==> config.mk <==
export PLATFORM = sky130hd
export DESIGN_NAME = bread_program_sequencer
export DESIGN_NICKNAME = d
export VERILOG_FILES = /design/src/rtl/bread_pkg.sv /design/src/rtl/bread_program_sequencer_phase_timer.sv /design/src/rtl/bread_program_sequencer.sv
export SDC_FILE = /design/constraint.sdc
export NUM_CORES = 1
export LEC_CHECK = 0
export CORE_ASPECT_RATIO = 0.6
export CORE_MARGIN = 2
export CORE_UTILIZATION = 43
export DETAILED_ROUTE_END_ITERATION = 8
export MAX_ROUTING_LAYER = met4
export PLACE_DENSITY = 0.71
export SLEW_MARGIN = 20
export SYNTH_ARGS = -nofsm -noshare
export SYNTH_HDL_FRONTEND = slang
export SYNTH_SLANG_ARGS = --single-unit
==> constraint.sdc <==
create_clock -name clk -period 2.6 [get_ports clk]
set_input_delay 0.39 -clock clk [delete_from_list [all_inputs] [get_ports clk]]
set_output_delay 0.39 -clock clk [all_outputs]
set_load 0.1 [all_outputs]
==> src/rtl/bread_pkg.sv <==
// Shared types and constants for the bread machine program sequencer.
package bread_pkg;

  typedef enum logic [2:0] {
    IDLE  = 3'd0,
    DELAY = 3'd1,
    KNEAD = 3'd2,
    RISE  = 3'd3,
    BAKE  = 3'd4,
    DONE  = 3'd5,
    WARM  = 3'd6
  } state_t;

  typedef enum logic [1:0] {
    PROG_BASIC = 2'd0,
    PROG_QUICK = 2'd1,
    PROG_DOUGH = 2'd2
  } prog_t;

  localparam int unsigned SECS_PER_HOUR = 3600;
  localparam int unsigned MAX_DELAY_H   = 12;

  // Selector code 3 is an alias for the basic program.
  function automatic prog_t decode_prog(input logic [1:0] sel);
    case (sel)
      2'd1:    return PROG_QUICK;
      2'd2:    return PROG_DOUGH;
      default: return PROG_BASIC;
    endcase
  endfunction

  function automatic int unsigned clamp_delay(input logic [3:0] hours);
    return (32'(hours) > MAX_DELAY_H) ? MAX_DELAY_H : 32'(hours);
  endfunction

endpackage

==> src/rtl/bread_program_sequencer_phase_timer.sv <==
// Loadable down-counter that holds at zero; load wins over decrement.
module phase_timer #(
  parameter int unsigned TIMER_W = 16
) (
  input  logic               clk,
  input  logic               rst_n,
  input  logic               load,
  input  logic [TIMER_W-1:0] value,
  output logic [TIMER_W-1:0] count,
  output logic               zero
);

  always_ff @(posedge clk or negedge rst_n) begin
    if (!rst_n)              count <= '0;
    else if (load)           count <= value;
    else if (count != '0)    count <= count - 1'b1;
  end

  assign zero = (count == '0);

endmodule

==> src/rtl/bread_program_sequencer.sv <==
// Phase sequencer driving heater and paddle motor for basic/quick/dough
// programs with optional delayed start; one clock per second.
module bread_program_sequencer
  import bread_pkg::*;
#(
  parameter int unsigned KNEAD_S     = 1200,
  parameter int unsigned RISE_S      = 5400,
  parameter int unsigned BAKE_S      = 3000,
  parameter int unsigned WARM_S      = 3600,
  parameter int unsigned DUTY_PERIOD = 4,
  parameter int unsigned TIMER_W     = 16
) (
  input  logic               clk,
  input  logic               rst,
  input  logic               start_button,
  input  logic               cancel_button,
  input  logic [1:0]         program_sel,
  input  logic [3:0]         delay_hours,
  output logic               heating_element,
  output logic               paddle_motor,
  output logic               bell,
  output logic               busy,
  output logic [2:0]         phase,
  output logic [TIMER_W-1:0] time_left
);

  localparam int unsigned DUTY_W = (DUTY_PERIOD > 1) ? $clog2(DUTY_PERIOD) : 1;
  localparam logic [DUTY_W-1:0] DUTY_LAST = DUTY_W'(DUTY_PERIOD - 1);

  state_t              state, next_state;
  prog_t               prog_q, eff_prog;
  logic [DUTY_W-1:0]   duty_cnt;
  logic                tmr_load, tmr_zero, duty_clr, prog_latch;
  logic [TIMER_W-1:0]  tmr_value, tmr_count;
  logic [TIMER_W-1:0]  knead_ld, rise_ld, bake_ld, warm_ld, delay_ld;

  phase_timer #(.TIMER_W(TIMER_W)) u_timer (
    .clk   (clk),
    .rst_n (rst),
    .load  (tmr_load),
    .value (tmr_value),
    .count (tmr_count),
    .zero  (tmr_zero)
  );

  // In IDLE the program is not latched yet, so look at the selector directly.
  assign eff_prog = (state == IDLE) ? decode_prog(program_sel) : prog_q;

  assign knead_ld = (eff_prog == PROG_QUICK) ? TIMER_W'((KNEAD_S >> 1) - 1) : TIMER_W'(KNEAD_S - 1);
  assign rise_ld  = (eff_prog == PROG_QUICK) ? TIMER_W'((RISE_S >> 1) - 1)  : TIMER_W'(RISE_S - 1);
  assign bake_ld  = (eff_prog == PROG_QUICK) ? TIMER_W'((BAKE_S >> 1) - 1)  : TIMER_W'(BAKE_S - 1);
  assign warm_ld  = TIMER_W'(WARM_S - 1);
  assign delay_ld = TIMER_W'(clamp_delay(delay_hours) * SECS_PER_HOUR - 1);

  always_ff @(posedge clk or negedge rst) begin
    if (!rst) begin
      state    <= IDLE;
      prog_q   <= PROG_BASIC;
      duty_cnt <= '0;
    end else begin
      state <= next_state;
      if (prog_latch) prog_q <= decode_prog(program_sel);
      if (duty_clr)
        duty_cnt <= '0;
      else if (state == RISE || state == WARM)
        duty_cnt <= (duty_cnt == DUTY_LAST) ? '0 : duty_cnt + 1'b1;
    end
  end

  always_comb begin
    next_state = state;
    tmr_load   = 1'b0;
    tmr_value  = '0;
    duty_clr   = 1'b0;
    prog_latch = 1'b0;
    case (state)
      IDLE: if (start_button && !cancel_button) begin
        prog_latch = 1'b1;
        tmr_load   = 1'b1;
        if (clamp_delay(delay_hours) == 0) begin
          next_state = KNEAD;
          tmr_value  = knead_ld;
        end else begin
          next_state = DELAY;
          tmr_value  = delay_ld;
        end
      end
      DELAY: if (tmr_zero) begin
        next_state = KNEAD;
        tmr_load   = 1'b1;
        tmr_value  = knead_ld;
      end
      KNEAD: if (tmr_zero) begin
        next_state = RISE;
        tmr_load   = 1'b1;
        tmr_value  = rise_ld;
        duty_clr   = 1'b1;
      end
      RISE: if (tmr_zero) begin
        tmr_load = 1'b1;
        if (prog_q == PROG_DOUGH) begin
          next_state = DONE;
          tmr_value  = '0;
        end else begin
          next_state = BAKE;
          tmr_value  = bake_ld;
        end
      end
      BAKE: if (tmr_zero) begin
        next_state = DONE;
        tmr_load   = 1'b1;
        tmr_value  = '0;
      end
      DONE: begin
        if (prog_q == PROG_DOUGH) begin
          next_state = IDLE;
        end else begin
          next_state = WARM;
          tmr_load   = 1'b1;
          tmr_value  = warm_ld;
          duty_clr   = 1'b1;
        end
      end
      WARM: if (tmr_zero) next_state = IDLE;
      default: next_state = IDLE;
    endcase
    // Cancel overrides every other transition once a program is running.
    if (state != IDLE && cancel_button) begin
      next_state = IDLE;
      tmr_load   = 1'b1;
      tmr_value  = '0;
      duty_clr   = 1'b1;
    end
  end

  assign paddle_motor    = (state == KNEAD);
  assign heating_element = (state == BAKE) ||
                           ((state == RISE || state == WARM) && duty_cnt == '0);
  assign bell            = (state == DONE);
  assign busy            = (state != IDLE);
  assign phase           = 3'(state);
  assign time_left       = tmr_count;

endmodule
==> impl_metrics.tcl, run 1 <==
set metrics [dict create \
    status "complete, but fails checks" \
    violations "negative setup slack" \
    synth_flop_cell "dfrtp_1" \
    netlist-cell-type-count 57 \
    timing.rr.start "u_timer.count[0]$_DFFE_PN0P_" \
    min_period_ps 2780 \
    leakagePower_uw 0.00142 \
    whs_ps 477 \
    rsz0062_at_grt "true" \
    clockRootBuffer "clkbuf_8" \
    cp_slowest_stage_delay_ps 550 \
    slowest_stage "fa_1" \
    gp_congestion 1.00 \
    end_kind "register" \
    ir_drop_mv 0.576 \
    synthesis.instances 302 \
    dieHeight_um 61.5 \
    overflow 0 \
    setup_viol 3 \
    grt_antenna_before_repair 0 \
    htreeDepth 1 \
    tightest_slew_ps 665 \
    fin_util_pct 63.6 \
    synth_edf_count 0 \
    viasPerCell 5.76 \
    yosysSeqAreaShare_pct 24.3 \
    cts.reportedPaths.clkPinSlew_ps 90 \
    cp.required_ps 2810 \
    syn-num-nets 333 \
    area_growth_pct 38.8 \
    syn-cell-area_sq_mm 0.00237 \
    io_pins 33 \
    regArea_sq_um 598 \
    dr.first_iter.drc_count 199 \
    initial_core_util_pct 45.8 \
    layout.nets 414 \
    worst_setup_path_start_kind "primary input" \
    hold_class "in -> async" \
    core-area_sq_mm 0.00518 \
    cts_buffer_depth 2 \
    slew_viol_final 0 \
    grt_pass1_vias 2243 \
    fmax_ghz 0.359 \
    relSlewSlack_pct 55.1 \
    cp.arrival_ps 2990 \
    final.setup.worst_slack_ps -182 \
    skew_ps 5.09 \
    grt_pass1_wl_um 11400 \
    drtAntennaViolNets 0 \
    synth-seq-cells 23 \
    multi_input_area_sq_mm 0.00180 \
    synth_warnings 0 \
    dpl.hpwl_um 5650 \
    power_density_mw_per_mm2 1080 \
    cp_cell_sequence "buf_8 -> ha_4 -> nand2b_4 -> fa_1 -> inv_2 -> ha_4 -> inv_2 -> fa_1 -> nand2b_1 -> nor2_2 -> o2111ai_2 -> xnor2_1 -> o22a_1 -> nor2_1" \
    clk_latency_ps 270 \
    diodes 0 \
    stdcell_count 448 \
    grt_max_degree 24 \
    cts_buffers 3 \
    finalCritPeriodShare_pct 107 \
    drcViolationCount 0 \
    synthArstFlopShare_pct 100 \
    drt-total-wl_um 7250 \
    grtUsageTotal_pct 24.8 \
    portBuffers 32 \
    avgRoutedWirePerCell_um 16.2 \
    cts_tree "yes" \
    drive_gt1_share_pct 34.8 \
    die_x_um 99.9 \
    fin_total_pwr_uw 3560 \
    maxCapViolations 0 \
    vias 2580 \
    rows 20 \
    nFillCells 432 \
    dp_cells 435 \
    cts.sinks 23 \
    synth_area_per_cell_sq_um 7.86 \
    cp-startpoint "delay_hours[3]" \
    dr.pass1.iters 5 \
    crit_type "in -> reg" \
    die_area_sq_mm 0.00615 \
    finalHoldViolations 0 \
    crit_fanout 4 \
]
[placed cells by master (no fill, tap or decap), drive strengths merged, types with 6 or more instances in the layout]
cell and instances:
nor4 7, or4 6, dfrtp 23, nand2 30
xor2 8, o21ai 14, nand2b 10, buf 79
o22a 7, nor3 8, o22ai 7, a21oi 25
xnor2 12, inv 20, nand3 8, nor2 32
ha 18
[sequential cells by signal, indices dropped and copies added (netlist names)]
name and flops:
u_timer.count 16, phase 3, prog_q 2, duty_cnt 2
[metal layers]
| layer | global-route usage [%] | part of all wire [%] | vias up | wire length, um |
|---|---|---|---|---|
| met5 | - | 0 | - | 0 |
| met4 | 3.13 | 0.36 | 0 | 26 |
| met3 | 4.99 | 11 | 4 | 823 |
| met2 | 35.7 | 41 | 140 | 3000 |
| met1 | 36.8 | 47 | 1187 | 3400 |
| li1 | - | - | 1249 | - |
[final timing paths]
check                                                 to  slack (ps)  cells past startpoint
min in group clk                 duty_cnt[1]$_DFFE_PN0P_         550                      2
setup reg to reg                    phase[1]$_DFFE_PN0P_          90                      7
max in group asynchronous           phase[0]$_DFFE_PN0P_        1850                      2
hold reg to reg                  duty_cnt[1]$_DFFE_PN0P_         550                      2
hold / removal             u_timer.count[11]$_DFFE_PN0P_         480                      2
setup / recovery           u_timer.count[15]$_DFFE_PN0P_        -180                     14
[power by group]
group	switching, uW	leakage [uW]	internal [uW]
Clock	129	0.0000255	107
Combinational	1770	0.00111	860
Sequential	193	0.000283	500
Total	2100	0.00142	1470
[cells in the mapped netlist, types with 8 or more instances]
cell type / instances / area [sq um]
o21ai_0: 11 / 55.1
a21oi_1: 25 / 125
nor2_1: 32 / 120
dfrtp_1: 23 / 576
nand2b_1: 10 / 62.6
xnor2_1: 12 / 105
nand3_1: 8 / 40.0
nand2_1: 30 / 113
xor2_1: 8 / 70.1
ha_1: 18 / 225
inv_1: 22 / 82.6
[cell type report]
class	count	share of cell area (%)
Timing Repair Buffer	85	20.4
Sequential cell	23	18.2
Inverter	22	2.74
Multi-Input combinational cell	248	54.7
Tap cell	66	2.51
Clock inverter	1	0.152
Clock buffer	3	1.25
[worst max-delay path: cells and delay by family]
kind / cells / cell delay, ps
adder cells (fa/ha/maj): 4 / 1450
AND/OR/NAND/NOR: 4 / 480
AO/OA/AOI/OAI: 2 / 310
buffers and inverters: 3 / 190
XOR/XNOR: 1 / 170
[stage by stage]
stage	area [sq um]	TNS (ps)	worst slack, ps
5_1_grt	3290	-779	-299
4_1_cts	3230	-408	-185
6_report	3290	-462	-182
3_3_place_gp	3100	-3410	-809
3_5_place_dp	3100	-3780	-896
2_1_floorplan	2450	-1360	-311
[cell families after synthesis]
family                     after synthesis  synth area share, %
and+or+nand+nor                        123                 27.2
AOI/OAI and AO/OA                       81                 22.4
muxes                                    2                0.897
buffers and inverters                   31                 5.33
adders and majority gates               22                 12.5
DFF                                     23                 24.3
xor gates and xnor gates                20                 7.38
[timing repair]
action,4_1_cts,5_1_grt
pin swaps,18,6
hold buffers,0,0
setup endpoints to repair,6,10
resized for setup,29,7
buffers inserted,5,4
(Power assumes the default switching activity.)
==> run 2, diff against run 1 <==
- GPL_TIMING_DRIVEN: not set -> 0
- TNS_END_PERCENT: not set -> 5
==> run 2 against run 1 <==
The flow still finishes with violations (negative setup slack). Setup slack got worse by 82 ps. Wire length is 1.6% higher. Total power down 2.4%. Combinational power is 2% lower. Sequential share of layout area rose by 0.20 points. Design area down 4.0%. First-iteration DRC count increased by 30%. Critical endpoint is now u_timer.count[14]$_DFFE_PN0P_.
==> impl_metrics.tcl, run 2 (synthesis results as in run 1) <==
set metrics [dict create \
    cp.required_ps 2770 \
    violations "negative setup slack" \
    drcViolationCount 0 \
    finalCritPeriodShare_pct 110 \
    layout.nets 384 \
    cts_buffers 3 \
    hold_class "in -> async" \
    cts_buffer_depth 2 \
    finalHoldViolations 0 \
    avgRoutedWirePerCell_um 17.6 \
    setup_viol 5 \
    skew_ps 11.0 \
    gp_congestion 0.972 \
    drt-total-wl_um 7370 \
    cp.arrival_ps 3040 \
    drtAntennaViolNets 0 \
    leakagePower_uw 0.00129 \
    status "complete, but fails checks" \
    htreeDepth 1 \
    grtUsageTotal_pct 25.3 \
    core-area_sq_mm 0.00518 \
    dpl.hpwl_um 5350 \
    slew_viol_final 0 \
    drive_gt1_share_pct 21.3 \
    viasPerCell 6.07 \
    dr.pass1.iters 5 \
    rows 20 \
    clk_latency_ps 280 \
    final.setup.worst_slack_ps -264 \
    power_density_mw_per_mm2 1100 \
    grt_pass1_wl_um 11600 \
    initial_core_util_pct 45.8 \
    tightest_slew_ps 984 \
    fmax_ghz 0.349 \
    largest_reg_flops 16 \
    rsz0062_at_grt "true" \
    final_cell_mix "30 x nand2_1, 30 x nor2_1, 25 x a21oi_1" \
    finalInstanceArea_sq_mm 0.00316 \
    maxCapViolations 0 \
    fin_util_pct 61.0 \
    grt_pass1_vias 2325 \
    diodes 0 \
    crit_type "in -> reg" \
    postCtsHoldBufs 0 \
    io_pins 33 \
    end_kind "register" \
    crit_fanout 3 \
    largest-register "u_timer.count" \
    cts.reportedPaths.clkPinSlew_ps 100 \
    cts.sinks 23 \
    postPlaceCellArea_sq_mm 0.00280 \
    area_growth_pct 33.3 \
    min_period_ps 2860 \
    grt_antenna_before_repair 0 \
    worst_setup_path_start_kind "primary input" \
    overflow 0 \
    grt_max_degree 24 \
    ir_drop_mv 0.464 \
    dieHeight_um 61.5 \
    vias 2538 \
    dr.first_iter.drc_count 259 \
    cts_tree "yes" \
    relSlewSlack_pct 34.3 \
    portBuffers 31 \
    die_area_sq_mm 0.00615 \
    die_x_um 99.9 \
    worstRegToRegCells 8 \
    clockRootBuffer "clkbuf_8" \
]
==> run 2: metal layers <==
metal  routed length (um)  GRT usage (%)  vias up
met5                    0              -        -
met1                 3330           34.3     1186
met2                 3100           38.3      151
li1                     -              -     1189
met3                  844           7.60       12
met4                   87           4.31        0
==> run 2: power breakdown <==
group,switching [uW],internal [uW]
clock,136,108
combinational,1770,798
sequential,177,486
total,2090,1390
==> run 2: worst max-delay path: stages <==
cell      delay, ps
buf_8            90
or2_4           240
a21o_1          210
ha_4            260
ha_4            260
ha_4            120
inv_2            40
fa_2            600
nand2b_4         80
nor4_1          310
xnor2_1         220
o22a_1          170
nor2_1           40
==> run 2: timing repair <==
action,in CTS,in global routing
resized for setup,51,27
setup endpoints to repair,19,18
pin swaps,15,15
setup buffers,5,10
==> run 2: area by class of cell <==
type | instances | area, sq um
fill | 457 | 2020
multi-input combinational | 248 | 1870
sequential | 23 | 581
timing repair buffer | 46 | 438
inverter | 22 | 86.3
tap | 66 | 82.6
buffer | 9 | 58.8
clock buffer | 3 | 41.3
clock inverter | 1 | 5.00
==> run 2: metrics by stage <==
step / instances / TNS (ps) / total power (uW) / setup WS (ps) / hold slack [ps]
floorplan: 302 / -3920 / 2480 / -312 / 94.4
global placement: 399 / -7570 / 3040 / -1240 / 540
detailed placement: 399 / -7900 / 3040 / -1290 / 406
CTS: 408 / -880 / 3330 / -289 / 99.2
global route: 418 / -1140 / 3670 / -329 / 126
finish: 418 / -589 / 3480 / -264 / 82.8
==> run 2: final timing paths <==
check,start,to,slack [ps]
max,delay_hours[0],u_timer.count[14]$_DFFE_PN0P_,-260
min,rst,u_timer.count[12]$_DFFE_PN0P_,80
max reg2reg,u_timer.count[0]$_DFFE_PN0P_,u_timer.count[11]$_DFFE_PN0P_,30
min reg2reg,duty_cnt[1]$_DFFE_PN0P_,duty_cnt[1]$_DFFE_PN0P_,570
max in group asynchronous,rst,phase[0]$_DFFE_PN0P_,2120
min in group clk,cancel_button,phase[2]$_DFFE_PN0P_,540
==> edit, RTL diff (flow settings as in run 1) <==
The 3 values of `prog_t` get a one-hot encoding in 3 bits.
--- a/src/rtl/bread_pkg.sv
+++ b/src/rtl/bread_pkg.sv
@@ -11,10 +11,10 @@
     WARM  = 3'd6
   } state_t;
 
-  typedef enum logic [1:0] {
-    PROG_BASIC = 2'd0,
-    PROG_QUICK = 2'd1,
-    PROG_DOUGH = 2'd2
+  typedef enum logic [2:0] {
+    PROG_BASIC = 3'b001,
+    PROG_QUICK = 3'b010,
+    PROG_DOUGH = 3'b100
   } prog_t;
 
   localparam int unsigned SECS_PER_HOUR = 3600;
Check against the original RTL: same outputs for any inputs over 10 cycles, from zero or initial values and one cycle with rst low; not proved beyond that.
==> edit against run 1 <==
The flow still finishes with violations (setup timing); utilization decreased by 2.6 points; synthesized area increased by 6.1%; critical path depth decreased by 1; total power increased by 16%; first-iteration DRC count increased by 16%; register-to-register slack improved by 150 ps; synthesized cell count increased by 4.6%; sequential cell count increased by 1; combinational power increased by 14%; cell area increased by 4.1%; sequential power increased by 16%; routed wire length increased by 1.6%; worst setup slack improved by 7.8 ps; critical path type unchanged; critical endpoint is now u_timer.count[13]; largest cell class unchanged.
==> edit: results (changes against run 1) <==
[grt]
grtUsageMet1_pct=39.4  ; was 36.8%
grt_pass1_wl_mm=11.8  ; was 11.4 mm
grt_max_degree=25  ; was 24
use_met3_pct=3.66  ; was 4.99%
grt_util_all_layers_pct=23.9  ; was 24.8%
grtUsageMet2_pct=30.9  ; was 35.7%
grt_pass1_vias=2407  ; was 2,243

[timing]
finalSetupViolations=3  ; unchanged
holdWs_ps=471  ; was 477 ps
setup-tns-final_ps=-377  ; was -462 ps
setup_slack_ps=-174  ; was -182 ps
skew_ps=13.4  ; was 5.09 ps

[synthesis]
ys_types=69  ; was 57
synth_nets=349  ; was 333
yosys-top-cells-area=dfrtp_1, ha_1, nor2_1  ; was dfrtp_1, ha_1, a21oi_1
synth_common_cells=nor2_1, nand2_1, dfrtp_1  ; was nor2_1, nand2_1, a21oi_1
synth-seq-area-share_pct=23.9  ; was 24.3%
syn_area_per_cell_um2=7.96  ; was 7.86 um^2

[detailed_routing]
dr_wl_met2_mm=2.98  ; was 3.00 mm
num_vias=2632  ; was 2,580
wl_met3_um=499  ; was 823 um
drt-initial-drc-count=231  ; was 199
routed_wirelength_mm=7.37  ; was 7.25 mm
m1WireLength_mm=3.85  ; was 3.40 mm

[placed_design]
hpwl_mm=5.80  ; was 5.65 mm
place_congestion=0.954  ; was 1.00
detailedPlace.worstSlack_ps=-936  ; was -896 ps
postPlaceCellArea_um2=3220  ; was 3100 um^2
place_inst=460  ; was 435

[finish]
n_fill_cell=537  ; was 432
drive_above_1_share_pct=32.6  ; was 34.8%

[status]
status=finished with violations  ; unchanged
violations=setup timing  ; unchanged

[setup_path]
r2r-start=u_timer.count[1]  ; was u_timer.count[0]
r2r-end=u_timer.count[2]  ; was phase[1]
r2r_cells=8  ; was 7
setup.worst_path.end=u_timer.count[13]  ; was u_timer.count[15]
reg2reg_slack_ps=240  ; was 90 ps
crit_fanout=2  ; was 4

[pwr]
swShare_pct=59.3  ; was 58.8%
pwr-share-clk_pct=8.3  ; was 6.6%
vdd_drop_max_uv=868  ; was 576 uV
p_switching_w=0.00246  ; was 0.00210 W

edit: cell types whose count changed after synthesis, moves of 6 or more:
cell,run 1,this run
a21oi_1,25,18
nor2_1,32,42
o22a_1,7,1
nand2_1,30,36
a22oi_1,1,9
edit: cell families after synthesis:
| kind of cell | synth area share, % |
|---|---|
| DFF | 23.9 |
| xor gates and xnor gates | 7.31 |
| and+or+nand+nor | 29.7 |
| muxes | 1.19 |
| adders and majority gates | 12.3 |
| buffers and inverters | 5.12 |
| AOI/OAI and AO/OA | 20.4 |
edit: area by class of cell:
type,instances,share of cell area [%]
multi-input combinational,262,56.8
timing repair buffer,81,18.4
clock buffer,3,1.20
inverter,19,2.08
tap,80,2.92
clock inverter,1,0.876
sequential,24,17.7
edit: repair_timing:
| item | CTS | global route |
|---|---|---|
| setup endpoints to repair | 5 | 5 |
| resized for setup | 23 | 9 |
| cloned | 0 | 0 |
| pin swaps | 15 | 11 |
| setup buffers | 4 | 3 |
